File: src/rtl/cache_controller.sv
`timescale 1ns/1ps
`default_nettype none
// ============================================================================
//  Module      : cache_controller
//  Description : Direct-mapped, one-word-per-line, write-through /
//                no-write-allocate cache between a pipeline memory stage and
//                an SRAM controller. Read hits complete with zero wait states.
//  Revision    : 1.0 - initial release
// ============================================================================
module cache_controller #(
  parameter int LINES = 64
) (
  input  logic        clk,
  input  logic        rst_n,
  input  logic        mem_rd_en,
  input  logic        mem_wr_en,
  input  logic [31:0] mem_addr,
  input  logic [31:0] mem_wdata,
  output logic [31:0] mem_rdata,
  output logic        mem_ready,
  output logic        sram_rd_en,
  output logic        sram_wr_en,
  output logic [31:0] sram_addr,
  output logic [31:0] sram_wdata,
  input  logic [31:0] sram_rdata,
  input  logic        sram_ready
);

  localparam int IDX_W = $clog2(LINES);
  localparam int TAG_W = 17 - IDX_W;

  typedef enum logic [2:0] {
    IDLE     = 3'd0,
    RD_ISSUE = 3'd1,
    RD_WAIT  = 3'd2,
    WR_ISSUE = 3'd3,
    WR_WAIT  = 3'd4
  } state_t;

  state_t             state_q, state_d;
  logic [31:0]        addr_q, addr_d;
  logic [31:0]        wdata_q, wdata_d;
  logic               rd_en_q, rd_en_d;
  logic               wr_en_q, wr_en_d;

  // Line storage: only the valid bits need a reset value.
  logic               valid_q [LINES];
  logic [TAG_W-1:0]   tag_q   [LINES];
  logic [31:0]        data_q  [LINES];

  logic [IDX_W-1:0]   req_idx, lat_idx;
  logic [TAG_W-1:0]   req_tag, lat_tag;
  logic               req_hit, lat_hit;
  logic               fill_en, upd_en;

  // Bit 0 selects the SRAM halfword, so the line index starts at bit 1.
  assign req_idx = mem_addr[IDX_W:1];
  assign req_tag = mem_addr[17:IDX_W+1];
  assign lat_idx = addr_q[IDX_W:1];
  assign lat_tag = addr_q[17:IDX_W+1];
  assign req_hit = valid_q[req_idx] && (tag_q[req_idx] == req_tag);
  assign lat_hit = valid_q[lat_idx] && (tag_q[lat_idx] == lat_tag);

  // SRAM command outputs come straight from flops; addr/data hold the latched request.
  assign sram_rd_en = rd_en_q;
  assign sram_wr_en = wr_en_q;
  assign sram_addr  = addr_q;
  assign sram_wdata = wdata_q;

  // Next-state, request latching and same-cycle pipeline handshake.
  always_comb begin
    state_d   = state_q;
    addr_d    = addr_q;
    wdata_d   = wdata_q;
    rd_en_d   = rd_en_q;
    wr_en_d   = wr_en_q;
    mem_ready = 1'b1;
    mem_rdata = '0;
    fill_en   = 1'b0;
    upd_en    = 1'b0;
    case (state_q)
      IDLE: begin
        // Reads take priority when both requests are raised together.
        if (mem_rd_en) begin
          if (req_hit) begin
            mem_rdata = data_q[req_idx];
          end else begin
            mem_ready = 1'b0;
            addr_d    = mem_addr;
            rd_en_d   = 1'b1;
            state_d   = RD_ISSUE;
          end
        end else if (mem_wr_en) begin
          mem_ready = 1'b0;
          addr_d    = mem_addr;
          wdata_d   = mem_wdata;
          wr_en_d   = 1'b1;
          state_d   = WR_ISSUE;
        end
      end
      RD_ISSUE: begin
        mem_ready = 1'b0;
        state_d   = RD_WAIT;
      end
      RD_WAIT: begin
        if (sram_ready) begin
          mem_rdata = sram_rdata;
          rd_en_d   = 1'b0;
          fill_en   = 1'b1;
          state_d   = IDLE;
        end else begin
          mem_ready = 1'b0;
        end
      end
      WR_ISSUE: begin
        mem_ready = 1'b0;
        state_d   = WR_WAIT;
      end
      WR_WAIT: begin
        if (sram_ready) begin
          wr_en_d = 1'b0;
          upd_en  = lat_hit;  // write-through: refresh a resident line only
          state_d = IDLE;
        end else begin
          mem_ready = 1'b0;
        end
      end
      default: begin
        state_d = IDLE;
        rd_en_d = 1'b0;
        wr_en_d = 1'b0;
      end
    endcase
    // Present an idle, ready interface while reset is held.
    if (!rst_n) begin
      mem_ready = 1'b1;
      mem_rdata = '0;
    end
  end

  // State, latched request and line array updates; reset aborts any transaction.
  always_ff @(posedge clk) begin
    if (!rst_n) begin
      state_q <= IDLE;
      addr_q  <= '0;
      wdata_q <= '0;
      rd_en_q <= 1'b0;
      wr_en_q <= 1'b0;
      for (int i = 0; i < LINES; i++) begin
        valid_q[i] <= 1'b0;
      end
    end else begin
      state_q <= state_d;
      addr_q  <= addr_d;
      wdata_q <= wdata_d;
      rd_en_q <= rd_en_d;
      wr_en_q <= wr_en_d;
      if (fill_en) begin
        valid_q[lat_idx] <= 1'b1;
        tag_q[lat_idx]   <= lat_tag;
        data_q[lat_idx]  <= sram_rdata;
      end
      if (upd_en) begin
        data_q[lat_idx] <= wdata_q;
      end
    end
  end

endmodule
`default_nettype wire

File: config.mk
export PLATFORM = sky130hd
export DESIGN_NAME = cache_controller
export DESIGN_NICKNAME = d
export VERILOG_FILES = /design/src/rtl/cache_controller.sv
export SDC_FILE = /design/constraint.sdc
export NUM_CORES = 2
export LEC_CHECK = 0
export CORE_MARGIN = 4
export CORE_UTILIZATION = 50
export CTS_BUF_LIST = sky130_fd_sc_hd__clkbuf_8
export DETAILED_ROUTE_END_ITERATION = 7
export GPL_TIMING_DRIVEN = 0
export MAX_ROUTING_LAYER = met4
export PLACE_DENSITY_LB_ADDON = 0.15
export SLEW_MARGIN = 10
export SYNTH_ARGS = -nofsm -noshare
export SYNTH_HDL_FRONTEND = slang
export SYNTH_SLANG_ARGS = --single-unit
File: constraint.sdc
create_clock -name clk -period 6.85 [get_ports clk]
set_input_delay 0.685 -clock clk [delete_from_list [all_inputs] [get_ports clk]]
set_output_delay 0.685 -clock clk [all_outputs]
set_load 0.01 [all_outputs]
==> qor.txt <==
DR WL/cell - 42.2 µm
WP data arrival - 7.87 ns
Global-route wire length before repair - 571 mm
Final period util - 103%
Gr ovfl total - 0
Vias in the first global route - 67.0k
Mapped Area - 118000 µm²
Power Total - 37.1 mW
Antenna Nets Post-Route - 0
Post-synthesis sequential area ratio - 72.5%
Synth-to-Final Area Change - 17.3%
Startpoint types - register
Max VDD drop - 0.000217 V
Max Freq - 0.142 GHz
Critical Path End Type - register
DIE WIDTH - 494 µm
Htree depth - 5
Vias per std cell - 6.77
Routability cong. - 1.02
Power Dens Cells - 269 nW/µm²
Final setup violating endpoints - 217
Syn Area/Cell - 21.5 µm²
Design area - 138000 µm²
Synthesis Warnings - 0
Clock-pin slew on the worst setup and hold paths - 0.06 ns
Syn Nets - 5571
Worst slew pin tran - 1.43 ns
Main synth FF type - edfxtp_1
Final Net Count - 6604
Starting Density - 50.5%
Max-cap violations - 0
Yosys cell types - 67
Placed inst area - 129000 µm²
RSZ-0062 raised after global routing - false
Outcome - finished, violations left
Max transition margin - 4.38%
Post-Synthesis Cells - 5470
Tot GR Track Use - 35.9%
Clock Latency Late Sink - 1.17 ns
Failing checks - negative setup slack
Fin. Hold Viols - 0
Setup ws final - -0.210 ns
Antenna violations before repair - 14
Num CTS Buffers - 474
Kind of critical path - reg2reg
Core footprint - 234000 µm²
Die ar. - 244000 µm²
Num rows - 177
Min cycle time layout - 7.06 ns
DRC Markers - 0
Fraction of registers with async set or reset after synthesis - 0%
CTS tree - built
Critical Path RT - 7.66 ns
Final slew viol count - 0
First-pass iteration count of the detailed router - 8
Worst-case clock buffer depth - 4
Post-synth EDFFs - 2752
DP HPWL - 299 mm
Synth Register Bits - 2891
Vias - 67.9k
Hold WC Path Type - in2reg
Hold-fix buffers, CTS - 0
Ratio of cells with drive above 1 in the final layout - 36.0%
Clock skew - 0.135 ns
Port Buffer Count - 196
CP Max Fanout - 10
Static Leak - 45.7 nW
Die height - 494 µm
Largest net degree at the start of global routing - 65
Clock sinks - 2891
Drt first-iter violations - 10.2k
Root Driver - clkbuf_8
IO Count - 200
Total Routed Length - 423 mm
-- area by class of cell --
cell class | count | area (µm²)
clock buffers | 489 | 6730
fillers | 17000 | 95300
diodes | 26 | 65.1
multi-input cells | 2203 | 31800
clock inverters | 364 | 1930
repair buffers | 560 | 6210
plain buffers | 360 | 2220
flip-flops and latches | 2891 | 85400
well taps | 3132 | 3920
inverters | 13 | 50.0
-- synthesized netlist by cell type, drive strengths merged (11+ instances only) --
| master | count | share of area, % |
|---|---|---|
| inv | 11 | 0.035 |
| clkbuf | 194 | 0.62 |
| o21ai | 44 | 0.19 |
| edfxtp | 2752 | 70 |
| mux2i | 224 | 1.9 |
| a22oi | 68 | 0.43 |
| nor2 | 118 | 0.38 |
| nand4 | 18 | 0.096 |
| a21o | 65 | 0.41 |
| a21oi | 47 | 0.20 |
| xnor2 | 16 | 0.12 |
| nor2b | 24 | 0.13 |
| a21boi | 34 | 0.22 |
| mux4 | 1002 | 19 |
| dfxtp | 139 | 2.4 |
| buf | 169 | 0.79 |
| nor3 | 77 | 0.40 |
| nand2 | 222 | 0.71 |
| nand3 | 44 | 0.19 |
| mux2 | 79 | 0.75 |
-- critical path, cell delays in order, from the launching register on --
cell      delay, ns
dfxtp_1        0.52
clkbuf_1       0.35
buf_2          0.60
clkbuf_2       0.64
mux4_2         0.42
mux4_2         0.50
mux2i_1        0.59
o21ai_0        0.21
xnor2_1        0.17
and4_1         0.30
nand3_4        0.37
nor2b_1        0.30
buf_6          0.21
buf_2          0.22
nor3_2         0.72
buf_4          0.36
buf_4          0.22
-- cells in the final DEF, fill, tap and decap left out, types with 28 or more instances in the layout --
cell,instances
a21boi_0,34
a21o_1,65
a21oi_1,35
a22oi_1,68
buf_16,28
buf_2,40
buf_4,251
buf_6,103
buf_8,78
clkbuf_1,83
clkbuf_2,89
clkbuf_8,491
clkdlybuf4s50_1,196
clkinv_1,129
clkinv_2,62
dfxtp_1,128
edfxtp_1,2752
inv_1,160
mux2_2,51
mux2_4,28
mux2i_1,215
mux4_2,1002
nand2_1,222
nand3_1,43
nor2_1,51
nor2_2,42
nor3_2,48
o21ai_0,35
-- layer usage --
layer / routed length [µm] / part of all wire (%) / track usage (%) / vias up
li1: - / - / - / 25400
met1: 145000 / 34 / 44.3 / 35800
met2: 194000 / 46 / 52.8 / 5242
met3: 45000 / 11 / 7.90 / 1432
met4: 39500 / 9.3 / 26.3 / 0
met5: 0 / 0 / - / -
-- per-stage QoR --
step / utilization [%] / hold WS, ns / setup TNS [ns] / cells / setup slack, ns
finish: 59.2 / 0.126 / -15.98 / 10000 / -0.210
CTS: 59.1 / 0.0385 / 0 / 10000 / 0.00211
detailed placement: 55.1 / 0.455 / -1633.38 / 9161 / -2.55
global placement: 53.0 / 0.444 / - / 8798 / -6.98
floorplan: - / 0.438 / 0 / 5470 / 0.781
global route: 59.2 / 0.0668 / 0 / 10000 / 0.00108
-- flip-flops by register name, indices dropped and copies added, names as in the netlist, named ones only --
register / flops
data_q: 2048
sram_addr: 32
sram_rd_en: 1
sram_wdata: 32
sram_wr_en: 1
state_q: 3
tag_q: 704
valid_q: 64
-- path summary, 6_finish.rpt --
path                       from        endpoint  slack, ns  depth (start not counted)
setup / recovery       register  data_q[43][16]      -0.21                         16
hold / removal     mem_addr[28]   sram_addr[28]       0.13                          3
setup reg to reg       register  data_q[43][16]      -0.21                         16
hold reg to reg   sram_addr[26]   sram_addr[26]       0.46                          2
-- kinds of logic after synthesis --
family	Yosys count	synth area share [%]
DFF	2891	72.5
muxes	1305	21.8
and+or+nand+nor	551	2.21
buffers and inverters	376	1.45
AOI/OAI and AO/OA	325	1.91
xor gates and xnor gates	22	0.163
-- where the power goes --
group	switching [mW]	total (mW)	leakage, nW	internal [mW]
combinational	2.13	3.36	14.6	1.23
sequential	0.108	19.6	26.1	19.5
clock	7.00	14.2	5.02	7.19
-- what timing repair did --
action,4_1_cts,5_1_grt
endpoints found under the setup margin,3918,47
pin swaps,2,2
buffers inserted,1,0
resized for setup,273,41
Power figures use the tool's default switching activity.
